--- config.mk ---
export PLATFORM = sky130hd
export DESIGN_NAME = mem_arbiter_flat
export DESIGN_NICKNAME = d
export VERILOG_FILES = /design/src/rtl/mem_arbiter_pkg.sv /design/src/rtl/mem_arbiter_if.sv /design/src/rtl/mem_arbiter_wait_counter.sv /design/src/rtl/mem_arbiter.sv /design/src/flat_wrapper.sv
export SDC_FILE = /design/constraint.sdc
export NUM_CORES = 1
export LEC_CHECK = 0
export ABC_AREA = 1
export BUFFER_PORTS_ARGS = -buffer_cell sky130_fd_sc_hd__buf_4
export CAP_MARGIN = 20
export CORE_MARGIN = 5
export CORE_UTILIZATION = 46
export DETAILED_ROUTE_END_ITERATION = 8
export PLACE_DENSITY = 0.79
export SLEW_MARGIN = 30
export SYNTH_ARGS = -nofsm -noshare
export SYNTH_HDL_FRONTEND = slang
export SYNTH_SLANG_ARGS = --single-unit
export TNS_END_PERCENT = 20
--- constraint.sdc ---
create_clock -name clk_i -period 1.95 [get_ports clk_i]
set_clock_uncertainty 0.2 [all_clocks]
set_input_delay 0.0975 -clock clk_i [delete_from_list [all_inputs] [get_ports clk_i]]
set_output_delay 0.0975 -clock clk_i [all_outputs]
set_load 0.01 [all_outputs]
--- src/rtl/mem_arbiter_pkg.sv ---
// Shared types and constants for the unified I/D memory arbiter.
//   arb_state_t          : arbiter FSM state encoding
//   DEFAULT_TIMEOUT_CYC  : default busy cycles allowed before a transaction is aborted
//   TIMEOUT_DATA         : read data returned when a transaction times out
package mips_mem_pkg;

  typedef enum logic [1:0] {
    IDLE    = 2'd0,
    BUSY_IF = 2'd1,
    BUSY_DM = 2'd2
  } arb_state_t;

  localparam int          DEFAULT_TIMEOUT_CYC = 64;
  localparam logic [31:0] TIMEOUT_DATA        = 32'hDEADBEEF;

endpackage

--- src/rtl/mem_arbiter_if.sv ---
// Memory-side bus between the arbiter and the variable-latency memory.
//   mem_req / mem_we / mem_addr / mem_wdata : request, held stable until mem_ack
//   mem_rdata                               : read data, valid with mem_ack
//   mem_ack                                 : transaction completion
// modport master: arbiter side; modport slave: memory side.
interface mem_arbiter_if;
  logic        mem_req;
  logic        mem_we;
  logic [31:0] mem_addr;
  logic [31:0] mem_wdata;
  logic [31:0] mem_rdata;
  logic        mem_ack;

  modport master (
    output mem_req, mem_we, mem_addr, mem_wdata,
    input  mem_rdata, mem_ack
  );

  modport slave (
    input  mem_req, mem_we, mem_addr, mem_wdata,
    output mem_rdata, mem_ack
  );
endinterface

--- src/rtl/mem_arbiter_wait_counter.sv ---
// Busy-wait timer for the memory arbiter.
//   clk_i, reset_i : clock, synchronous active-high reset
//   clear_i        : arm the timer for a new transaction
//   en_i           : count one waiting cycle
//   tc_o           : high during the TIMEOUT_CYC-th waiting cycle
// Implemented as a down-counter: loaded with TIMEOUT_CYC on clear, one
// decrement per waiting cycle, so the cycle that sees 1 is the last one allowed.
module arb_wait_counter #(
  parameter int TIMEOUT_CYC = 64
) (
  input  logic clk_i,
  input  logic reset_i,
  input  logic clear_i,
  input  logic en_i,
  output logic tc_o
);

  localparam int CW = $clog2(TIMEOUT_CYC + 1);

  logic [CW-1:0] cnt_q;

  always_ff @(posedge clk_i) begin
    if (reset_i) begin
      cnt_q <= '0;
    end else if (clear_i) begin
      cnt_q <= CW'(TIMEOUT_CYC);
    end else if (en_i && (cnt_q != '0)) begin
      cnt_q <= cnt_q - CW'(1);
    end
  end

  assign tc_o = (cnt_q == CW'(1));

endmodule

--- src/rtl/mem_arbiter.sv ---
// Arbiter sharing one single-port memory between fetch and memory stage.
//   clk_i, reset_i             : clock, synchronous active-high reset
//   if_req_i/if_addr_i         : fetch read request and address
//   if_rdata_o/if_valid_o      : fetched word, one-cycle completion pulse
//   dm_req_i/dm_we_i/dm_addr_i/dm_wdata_i : data request
//   dm_rdata_o/dm_valid_o      : data read word, one-cycle completion pulse
//   mem                        : memory-side bus (master)
//   stall_if_o/stall_dm_o      : requester stalls for the hazard logic
//   err_o                      : sticky timeout flag
//
// state   | meaning
// --------+-----------------------------------------------------------
// IDLE    | no transaction outstanding; grant data first, then fetch
// BUSY_IF | fetch read issued, waiting for ack or timeout
// BUSY_DM | data read/write issued, waiting for ack or timeout
module mem_arbiter
  import mips_mem_pkg::*;
#(
  parameter int TIMEOUT_CYC = DEFAULT_TIMEOUT_CYC
) (
  input  logic          clk_i,
  input  logic          reset_i,
  input  logic          if_req_i,
  input  logic [31:0]   if_addr_i,
  output logic [31:0]   if_rdata_o,
  output logic          if_valid_o,
  input  logic          dm_req_i,
  input  logic          dm_we_i,
  input  logic [31:0]   dm_addr_i,
  input  logic [31:0]   dm_wdata_i,
  output logic [31:0]   dm_rdata_o,
  output logic          dm_valid_o,
  mem_arbiter_if.master mem,
  output logic          stall_if_o,
  output logic          stall_dm_o,
  output logic          err_o
);

  arb_state_t  state_q, state_d;
  logic        mem_req_q, mem_req_d;
  logic        mem_we_q, mem_we_d;
  logic [31:0] mem_addr_q, mem_addr_d;
  logic [31:0] mem_wdata_q, mem_wdata_d;
  logic [31:0] if_rdata_q, if_rdata_d;
  logic [31:0] dm_rdata_q, dm_rdata_d;
  logic        if_valid_q, if_valid_d;
  logic        dm_valid_q, dm_valid_d;
  logic        err_q, err_d;
  logic        cnt_clear, cnt_en, cnt_tc;

  arb_wait_counter #(.TIMEOUT_CYC(TIMEOUT_CYC)) u_wait_counter (
    .clk_i   (clk_i),
    .reset_i (reset_i),
    .clear_i (cnt_clear),
    .en_i    (cnt_en),
    .tc_o    (cnt_tc)
  );

  always_ff @(posedge clk_i) begin
    if (reset_i) begin
      state_q     <= IDLE;
      mem_req_q   <= 1'b0;
      mem_we_q    <= 1'b0;
      mem_addr_q  <= '0;
      mem_wdata_q <= '0;
      if_rdata_q  <= '0;
      dm_rdata_q  <= '0;
      if_valid_q  <= 1'b0;
      dm_valid_q  <= 1'b0;
      err_q       <= 1'b0;
    end else begin
      state_q     <= state_d;
      mem_req_q   <= mem_req_d;
      mem_we_q    <= mem_we_d;
      mem_addr_q  <= mem_addr_d;
      mem_wdata_q <= mem_wdata_d;
      if_rdata_q  <= if_rdata_d;
      dm_rdata_q  <= dm_rdata_d;
      if_valid_q  <= if_valid_d;
      dm_valid_q  <= dm_valid_d;
      err_q       <= err_d;
    end
  end

  always_comb begin
    state_d     = state_q;
    mem_req_d   = mem_req_q;
    mem_we_d    = mem_we_q;
    mem_addr_d  = mem_addr_q;
    mem_wdata_d = mem_wdata_q;
    if_rdata_d  = if_rdata_q;
    dm_rdata_d  = dm_rdata_q;
    if_valid_d  = 1'b0;
    dm_valid_d  = 1'b0;
    err_d       = err_q;
    cnt_clear   = 1'b0;
    cnt_en      = 1'b0;

    case (state_q)
      IDLE: begin
        // A request seen together with its own valid pulse is the one just
        // completed, so it must not be granted again.
        if (dm_req_i && !dm_valid_q) begin
          state_d     = BUSY_DM;
          mem_req_d   = 1'b1;
          mem_we_d    = dm_we_i;
          mem_addr_d  = dm_addr_i;
          mem_wdata_d = dm_wdata_i;
          cnt_clear   = 1'b1;
        end else if (if_req_i && !if_valid_q) begin
          state_d     = BUSY_IF;
          mem_req_d   = 1'b1;
          mem_we_d    = 1'b0;
          mem_addr_d  = if_addr_i;
          mem_wdata_d = '0;
          cnt_clear   = 1'b1;
        end
      end

      BUSY_IF, BUSY_DM: begin
        // An ack in the last allowed cycle still completes normally.
        if (mem.mem_ack) begin
          state_d   = IDLE;
          mem_req_d = 1'b0;
          if (state_q == BUSY_IF) begin
            if_valid_d = 1'b1;
            if_rdata_d = mem.mem_rdata;
          end else begin
            dm_valid_d = 1'b1;
            if (!mem_we_q) dm_rdata_d = mem.mem_rdata;
          end
        end else if (cnt_tc) begin
          state_d   = IDLE;
          mem_req_d = 1'b0;
          err_d     = 1'b1;
          if (state_q == BUSY_IF) begin
            if_valid_d = 1'b1;
            if_rdata_d = TIMEOUT_DATA;
          end else begin
            dm_valid_d = 1'b1;
            if (!mem_we_q) dm_rdata_d = TIMEOUT_DATA;
          end
        end else begin
          cnt_en = 1'b1;
        end
      end

      default: begin
        state_d   = IDLE;
        mem_req_d = 1'b0;
      end
    endcase
  end

  assign mem.mem_req   = mem_req_q;
  assign mem.mem_we    = mem_we_q;
  assign mem.mem_addr  = mem_addr_q;
  assign mem.mem_wdata = mem_wdata_q;

  assign if_rdata_o = if_rdata_q;
  assign dm_rdata_o = dm_rdata_q;
  assign if_valid_o = if_valid_q;
  assign dm_valid_o = dm_valid_q;
  assign err_o      = err_q;

  assign stall_if_o = if_req_i & ~if_valid_q;
  assign stall_dm_o = dm_req_i & ~dm_valid_q;

endmodule
--- src/flat_wrapper.sv ---
// flat-port wrapper written by rule: the top's interface ports become plain ports
module mem_arbiter_flat import mips_mem_pkg::*;
#(
  parameter int TIMEOUT_CYC = DEFAULT_TIMEOUT_CYC
)
  (clk_i, reset_i, if_req_i, if_addr_i, if_rdata_o, if_valid_o, dm_req_i, dm_we_i, dm_addr_i, dm_wdata_i, dm_rdata_o, dm_valid_o, stall_if_o, stall_dm_o, err_o, mem_mem_req, mem_mem_we, mem_mem_addr, mem_mem_wdata, mem_mem_rdata, mem_mem_ack);
  mem_arbiter_if mem_i ();
  input  logic clk_i;
  input  logic reset_i;
  input  logic if_req_i;
  input  logic [31:0] if_addr_i;
  output logic [31:0] if_rdata_o;
  output logic if_valid_o;
  input  logic dm_req_i;
  input  logic dm_we_i;
  input  logic [31:0] dm_addr_i;
  input  logic [31:0] dm_wdata_i;
  output logic [31:0] dm_rdata_o;
  output logic dm_valid_o;
  output logic stall_if_o;
  output logic stall_dm_o;
  output logic err_o;
  output wire logic [$bits(mem_i.mem_req)-1:0] mem_mem_req;
  output wire logic [$bits(mem_i.mem_we)-1:0] mem_mem_we;
  output wire logic [$bits(mem_i.mem_addr)-1:0] mem_mem_addr;
  output wire logic [$bits(mem_i.mem_wdata)-1:0] mem_mem_wdata;
  input wire logic [$bits(mem_i.mem_rdata)-1:0] mem_mem_rdata;
  input wire logic [$bits(mem_i.mem_ack)-1:0] mem_mem_ack;
  assign mem_mem_req = mem_i.mem_req;
  assign mem_mem_we = mem_i.mem_we;
  assign mem_mem_addr = mem_i.mem_addr;
  assign mem_mem_wdata = mem_i.mem_wdata;
  assign mem_i.mem_rdata = mem_mem_rdata;
  assign mem_i.mem_ack = mem_mem_ack;
  mem_arbiter #(.TIMEOUT_CYC(TIMEOUT_CYC)) u_core (.clk_i(clk_i), .reset_i(reset_i), .if_req_i(if_req_i), .if_addr_i(if_addr_i), .if_rdata_o(if_rdata_o), .if_valid_o(if_valid_o), .dm_req_i(dm_req_i), .dm_we_i(dm_we_i), .dm_addr_i(dm_addr_i), .dm_wdata_i(dm_wdata_i), .dm_rdata_o(dm_rdata_o), .dm_valid_o(dm_valid_o), .mem(mem_i), .stall_if_o(stall_if_o), .stall_dm_o(stall_dm_o), .err_o(err_o));
endmodule
* Yosys cells after proc, flatten, opt, wreduce, memory -nomap -nowiden
Index checks and enable logic that the tools add are counted.
** Word-level totals
- Flip-flop bits (word level) :: 142
- Logic and storage cells :: 84
- Output and inout bits :: 135
- Input bits :: 134
** Operators by class
- Bitwise logic cells :: 8
- Add/sub/neg operators :: 1
- Eq/ne operators :: 5
- Reduce and logical (&&, ||, !) cells :: 18
- Muxes and demuxes :: 40
** Operator list (count)
- 32-bit two-way mux :: 14
- 1-bit two-way mux :: 18
- 7-bit two-way mux :: 2
- 2-bit two-way mux :: 4
- 7-bit by 1-bit == test with 1-bit output, second input constant :: 1
- 7-bit nonzero test :: 1
- 7-bit by 1-bit subtractor with 7-bit output, second input constant :: 1
- 1-bit inverter :: 6
- 3-bit AND reduction :: 2
- 2-bit nonzero test :: 3
- 2-bit OR reduction :: 3
- 2-bit one-hot mux with 2 select lines :: 1
- 2-bit AND reduction :: 2
- 4-bit AND reduction :: 1
- 1-bit logical AND :: 3
- 3-bit by 1-bit inequality test with 1-bit output, second input constant :: 1
- 3-bit by 2-bit inequality test with 1-bit output, second input constant :: 1
- 1-bit AND :: 2
- 2-bit by 1-bit == test with 1-bit output, second input constant :: 1
- 2-bit == test, second input constant :: 1
- 1-bit logical NOT :: 2
- 2-bit logical NOT :: 1
- 1-bit one-hot mux with 2 select lines :: 1

* Logic depth before layout (Yosys ltp)
Gate-level depths: netlist (run 1).
- Depth in word-level cells :: 7
- Depth in mapped cells :: 11
- Mapped depth without buffers :: 11

* Cells and area by module
From an unflattened synthesis (run 1), not the netlist that was laid out.
** Unflattened totals
- Cells, all modules :: 815
- Area total of the unflattened synthesis :: 5954.5 sq um
** Modules (own cells, without submodules)
- mem_arbiter :: cells each 753, area each 5501.5 sq um, sequential area each 2702.6 sq um, instances 1
- arb_wait_counter :: cells each 62, area each 452.9 sq um, sequential area each 140.1 sq um, instances 1

* Least setup slack after synthesis (run 1)
OpenSTA, ideal clock, no wires.
- Kind :: register -> register
- Start :: register u_core.state_q[0]
- End :: register u_core.dm_rdata_q[10], in the netlist u_core.dm_rdata_o[10]
- Arrival :: 1.457 ns
- Path buffers :: 1
- Setup slack :: 0.171 ns
- Cell stages (with the launch flop) :: 9
- Library setup time :: 0.122 ns
- Cells stage by stage :: dfxtp_1 > inv_1 > ha_1 > inv_1 > nor3_4 > inv_1 > clkbuf_1 > o21ai_0 > a21oi_1
** On the way
- Word-level cells in the longest chain between the ends :: 3
- Elaborated cells between the ends (all ways) :: 5
- Those cells by class :: 2 x eq/ne; 1 x bitwise; 2 x reduce/logical
** Ends and longest elaborated chain
- from (decl) :: line mem_arbiter.sv:39 : arb_state_t state_q, state_d;
- from (signal assigned) :: line mem_arbiter.sv:72 : state_q <= state_d;
- 2-bit by 1-bit == test with 1-bit output or 2-bit == test (tied branches) :: line mem_arbiter.sv:99, mem_arbiter.sv:125, mem_arbiter.sv:136
- 2-bit OR reduction or 1-bit inverter (tied branches)
- 4-bit AND reduction (no line) (*)
- to (signal assigned) :: line mem_arbiter.sv:78 : dm_rdata_q <= dm_rdata_d;
- to (decl) :: line mem_arbiter.sv:45 : logic [31:0] dm_rdata_q, dm_rdata_d;
Mark *: on every way between the ends. The rest lies on a longest branch, timed or not.
A chain may end at the register's enable or synchronous reset.

* Worst setup path in the final report (run 1)
- Start :: register u_core.state_q[0]
- End :: register u_core.dm_rdata_q[21], in the netlist u_core.dm_rdata_o[21]
Same word-level chain as after synthesis.

==> results of run 1 <==
## metal layers
| metal | vias up | global-route usage, % |
|---|---|---|
| li1 | 3223 | - |
| met1 | 3229 | 36.4 |
| met2 | 536 | 55.4 |
| met3 | 141 | 10.2 |
| met4 | 0 | 22.6 |
| met5 | - | 0 |
## timing repair
item | 4_1_cts | 5_1_grt
pin swaps | 0 | 1
hold buffers | 135 | 0
hold endpoints to repair | 133 | 0
setup endpoints to repair | 1 | 32
resized for setup | 4 | 17
buffers inserted | 4 | 1
gates cloned | 1 | 0
## report_power, final
part	switching (mW)	total (mW)	leakage [nW]	internal (mW)
registers	0.298	3.65	1.16	3.36
clock network	1.19	3.17	0.285	1.97
logic	1.71	3.15	3.00	1.44
## cells by family after synthesis
logic type,Yosys count
fa+ha+maj,5
buf+inv,128
flops,142
compound gates,221
xor+xnor,4
simple gates,249
## worst max-delay path: stages (launching register included)
cell        delay, ns
dfxtp_1          0.33
inv_1            0.06
ha_1             0.29
inv_1            0.08
nor3_4           0.20
buf_12           0.15
clkinvlp_4       0.08
buf_4            0.17
o21ai_0          0.15
a21oi_1          0.05
## cells in the final DEF (no fill, tap or decap), types with 2 or more instances in the layout
| master | n |
|---|---|
| buf_4 | 285 |
| o21ai_0 | 47 |
| dlygate4sd3_1 | 135 |
| buf_12 | 4 |
| o21ai_1 | 34 |
| nand3_1 | 4 |
| xor2_1 | 3 |
| a21oi_1 | 105 |
| inv_1 | 75 |
| nand2_2 | 4 |
| buf_6 | 2 |
| a31oi_1 | 33 |
| clkbuf_8 | 3 |
| nand2_1 | 200 |
| nor2_4 | 2 |
| inv_2 | 2 |
| ha_1 | 5 |
| clkinv_2 | 5 |
| dfxtp_1 | 142 |
| clkbuf_16 | 17 |
| bufinv_16 | 2 |
| clkinvlp_4 | 2 |
| or2_2 | 24 |
| clkbuf_1 | 5 |
| nand4_1 | 2 |
| nor2_1 | 9 |
## sequential cells by signal, summed over array words and instances, names as in the netlist, 2 cells and up
| name | flops |
|---|---|
| u_core.dm_rdata_o | 32 |
| u_core.if_rdata_o | 32 |
| u_core.mem.mem_addr | 32 |
| u_core.mem.mem_wdata | 32 |
| u_core.u_wait_counter.cnt_q | 7 |
| u_core.state_q | 2 |
## cell usage after synthesis (9+ instances only)
cell        n  area [µm²]
o21ai_1    20         100
nand2_1   200         751
a31oi_1    33         206
inv_1      77         289
nor2_1      9        33.8
buf_2      16        80.1
clkbuf_1   25        93.8
dfxtp_1   142        2840
or2_2      24         150
o21ai_0    61         305
a21oi_1   105         526
## final cells by class
type	count	area [µm²]	area share [%]
Sequential cell	142	2840	28.9
Clock inverter	7	85.1	0.864
Timing Repair Buffer	426	3590	36.5
Multi-Input combinational cell	479	2310	23.5
Clock buffer	25	485	4.93
Inverter	80	307	3.11
Timing Repair inverter	1	7.51	0.0762
Tap cell	168	210	2.13
## final timing paths
kind	from	end	slack [ns]
setup reg to reg	u_core.state_q[0]$_SDFFE_PP0P_	u_core.dm_rdata_o[21]$_SDFFE_PP0P_	0.06
setup / recovery	u_core.state_q[0]$_SDFFE_PP0P_	u_core.dm_rdata_o[21]$_SDFFE_PP0P_	0.06
hold reg to reg	u_core.if_rdata_o[12]$_SDFFE_PP0P_	u_core.if_rdata_o[12]$_SDFFE_PP0P_	0.24
hold / removal	dm_req_i	u_core.state_q[1]$_SDFFE_PP0P_	0.04
## stage by stage
step           area (µm²)  power, mW  setup WS [ns]  TNS [ns]
2_1_floorplan        5680       5.00          0.171         0
3_3_place_gp         7850       6.21         0.0879         0
3_5_place_dp         7850       6.25         0.0145         0
4_1_cts              9810       9.66        -0.0134   -0.0134
5_1_grt              9850       10.4        -0.0357   -0.0888
6_report             9850       9.97         0.0644         0
==> impl_metrics.tcl, run 1 <==
set metrics [dict create \
    status "complete, no violations" \
    clk_pin_slew_worst_paths_ns 0.06 \
    placed_cells 1155 \
    synth_top_family_by_area "compound AO/OA/AOI/OAI gates" \
    synth_mux_area_share_pct 0 \
    syn_to_final_growth_pct 73.4 \
    hold_ws_ns 0.0381 \
    crit_required_ns 2.05 \
    wl_met2_mm 11.8 \
    ys_seq_area_share_pct 50.1 \
    cts-buffers-inserted 17 \
    dr_total_vias 7129 \
    top_layer_used "met4" \
    initial_core_util_pct 47.1 \
    drt_iter0_markers 784 \
    post-route-period-util_pct 96.7 \
    drt_first_pass_iters 5 \
    crit_path_max_fanout 9 \
    cts_tree "yes" \
    ir_drop_v 0.000651 \
    clock_latency_ns 0.42 \
    cap_violations 0 \
    grt_max_degree 54 \
    die_w_um 121 \
    n_fill_cell 655 \
    cts_buffer_depth 2 \
    grt_pass1_wl_mm 38.3 \
    antenna_found_initial 0 \
    nets 1286 \
    period_minus_slack_ns 1.89 \
    synth_fp_nets 888 \
    drcViolationCount 0 \
    gp_congestion 0.853 \
    via_per_inst 5.37 \
    drive_gt1_share_pct 30.8 \
    grt_pass1_vias 7296 \
    finish.utilization_pct 81.6 \
    power.density_nw_per_um2 1010 \
    syn_inst 749 \
    syn_avg_cell_area_um2 7.58 \
    synth_simple_gate_area_share_pct 18.5 \
    p_leak_nw 4.45 \
    critPathLaunchType "register" \
    ys.flop_type "dfxtp_1" \
    h-tree-depth 4 \
    synthXorXnorAreaFrac_pct 0.617 \
    wl_met1_mm 8.90 \
    cp.arrival_ns 1.99 \
    clock_sinks 142 \
    worst_setup_path_end_kind "register" \
    synth_compound_area_share_pct 20.4 \
    num_io_pins 269 \
    tightestPinTransition_ns 0.568 \
    synthAdderAreaFrac_pct 1.10 \
    totalWireLength_mm 24.9 \
    async_reset_ff_share_pct 0 \
    ys_ff_latch 142 \
    r2r_cells 9 \
    critPathKind "register to register" \
    ant_nets 0 \
    wl_met3_mm 2.47 \
    io_buffer_count 268 \
    relSlewSlack_pct 62.2 \
    die_h_um 121 \
    diodes 0 \
    synth.cell_area_um2 5680 \
    row_count 40 \
    die_area_um2 14700 \
    design.core.area_um2 12100 \
    ys_types 28 \
    finalNonFillerCells 1328 \
    hold_depth 7 \
    grt.total_usage_pct 33.4 \
    hold_violations 0 \
    synth_warnings 0 \
    final-max-slew-violation-count 0 \
    fmaxAchievable_mhz 530 \
    synth_edf_count 0 \
    wl_per_cell_um 18.8 \
    grt_setup_unrepaired "yes" \
    min_path_type "primary input to register" \
    setup_viol 0 \
    hpwl_mm 13.0 \
    cts-root-buf "clkbuf_16" \
    grt_overflow 0 \
]
(Power assumes the default switching activity.)
==> run 2, diff against run 1 <==
Settings changed: PLACE_DENSITY 0.79 to 0.84.
==> run 2 against run 1 <==
Combinational power is 2% higher. Via count up 2.3%. Largest power group unchanged. Critical endpoint is now u_core.dm_rdata_o[24]$_SDFFE_PP0P_. Flip-flop and latch count did not move.
==> impl_metrics.tcl, run 2 (synthesis results as in run 1) <==
set metrics [dict create \
    fin_area_um2 9980 \
    cts_tree "yes" \
    crit_path_max_fanout 8 \
    die_h_um 121 \
    gp_congestion 0.838 \
    final-max-slew-violation-count 0 \
    ant_nets 0 \
    critPathKind "register to register" \
    cts-buffers-inserted 17 \
    multi_input_area_um2 2370 \
    period_minus_slack_ns 1.88 \
    placed_cell_area_um2 7840 \
    totalWireLength_mm 25.7 \
    crit_required_ns 2.07 \
    wl_per_cell_um 19.3 \
    p_leak_nw 4.48 \
    post-route-period-util_pct 96.4 \
    cts_buffer_depth 2 \
    min_path_type "primary input to register" \
    grt_overflow 0 \
    syn_to_final_growth_pct 75.8 \
    relSlewSlack_pct 60.5 \
    status "complete, no violations" \
    finalSetupTns_ns 0 \
    nets 1289 \
    dr_total_vias 7294 \
    drt_iter0_markers 723 \
    antenna_found_initial 1 \
    drcViolationCount 0 \
    via_per_inst 5.48 \
    die_area_um2 14700 \
    row_count 40 \
    power.density_nw_per_um2 1030 \
    cts-root-buf "clkbuf_16" \
    mostFrequentLayoutCells "buf_4, nand2_1, dfxtp_1" \
    fmaxAchievable_mhz 532 \
    ir_drop_v 0.000610 \
    num_io_pins 269 \
    clock_latency_ns 0.42 \
    hpwl_mm 13.2 \
    n_fill_cell 618 \
    grt_pass1_vias 7578 \
    io_buffer_count 268 \
    clk_pin_slew_worst_paths_ns 0.06 \
    hold_violations 0 \
    setup_viol 0 \
    cp.arrival_ns 2.00 \
    grt_pass1_wl_mm 38.9 \
    cap_violations 0 \
    drt_first_pass_iters 6 \
    die_w_um 121 \
    regArea_um2 2850 \
    tightestPinTransition_ns 0.593 \
    drive_gt1_share_pct 32.3 \
    critPathLaunchType "register" \
    grt_max_degree 54 \
    grt.total_usage_pct 33.7 \
    final_common_cell "buf_4" \
    initial_core_util_pct 47.1 \
    worst_setup_path_end_kind "register" \
    h-tree-depth 4 \
    finish.utilization_pct 82.8 \
    clock_sinks 142 \
    design.core.area_um2 12100 \
]
-- run 2: changes by cell type in the layout (fill, tap and decap cells not counted), moves of 3 or more --
cell | previous run | this run
clkbuf_1 | 5 | 1
clkinv_2 | 5 | 2
clkinvlp_4 | 2 | 6
dlygate4sd3_1 | 135 | 139
inv_1 | 75 | 72
inv_2 | 2 | 6
o21ai_0 | 47 | 43
o21ai_1 | 34 | 29
o21ai_2 | 0 | 9
-- run 2: final timing paths --
path / endpoint / slack, ns / depth (start not counted) / from
hold / removal: u_core.state_q[1]$_SDFFE_PP0P_ / 0.03 / 7 / dm_req_i
setup / recovery: u_core.dm_rdata_o[24]$_SDFFE_PP0P_ / 0.07 / 8 / u_core.state_q[0]$_SDFFE_PP0P_
hold reg to reg: u_core.if_rdata_o[15]$_SDFFE_PP0P_ / 0.25 / 2 / u_core.if_rdata_o[15]$_SDFFE_PP0P_
setup reg to reg: u_core.dm_rdata_o[24]$_SDFFE_PP0P_ / 0.07 / 8 / u_core.state_q[0]$_SDFFE_PP0P_
-- run 2: report_power, final --
part           switching, mW  internal [mW]
clock                   1.28           2.18
sequential             0.306           3.36
combinational           1.76           1.45
-- run 2: cell type report --
class / instances / share of cell area [%]
timing repair buffer: 428 / 36.1
sequential: 142 / 28.5
multi-input combinational: 479 / 23.7
clock buffer: 23 / 4.99
inverter: 80 / 3.05
tap: 168 / 2.11
clock inverter: 9 / 1.32
timing repair inverter: 2 / 0.150
antenna: 1 / 0.0251
-- run 2: critical path, cell delays in order (launching register included) --
cell and delay [ns]:
dfxtp_2 0.33, inv_2 0.05, ha_4 0.26, inv_2 0.04
nor3_4 0.28, buf_6 0.15, buf_4 0.16, nand2_1 0.07
a21oi_1 0.23
-- run 2: timing repair --
| action | 4_1_cts | 5_1_grt |
|---|---|---|
| hold endpoints to repair | 137 | 0 |
| resized for setup | 0 | 44 |
| setup buffers | 0 | 3 |
| setup endpoints to repair | 0 | 29 |
| hold buffers | 139 | 0 |
-- run 2: per-stage QoR --
step	hold slack, ns	cells	power (mW)	setup slack [ns]
floorplan	0.0458	749	5.00	0.171
global placement	0.163	1155	6.20	0.0957
detailed placement	0.167	1155	6.25	0.0294
CTS	0.0228	1326	9.87	0.0154
global route	0.0479	1332	10.7	-0.0279
finish	0.0289	1332	10.3	0.0696
-- run 2: layer usage --
| layer | up-vias | routed length, µm | share of wire [%] | track usage, % |
|---|---|---|---|---|
| met5 | - | 0 | 0 | 0 |
| met2 | 559 | 12400 | 48 | 57.3 |
| met4 | 0 | 2010 | 7.8 | 24.7 |
| met3 | 161 | 2520 | 9.8 | 9.09 |
| met1 | 3356 | 8840 | 34 | 35.7 |
| li1 | 3218 | - | - | - |
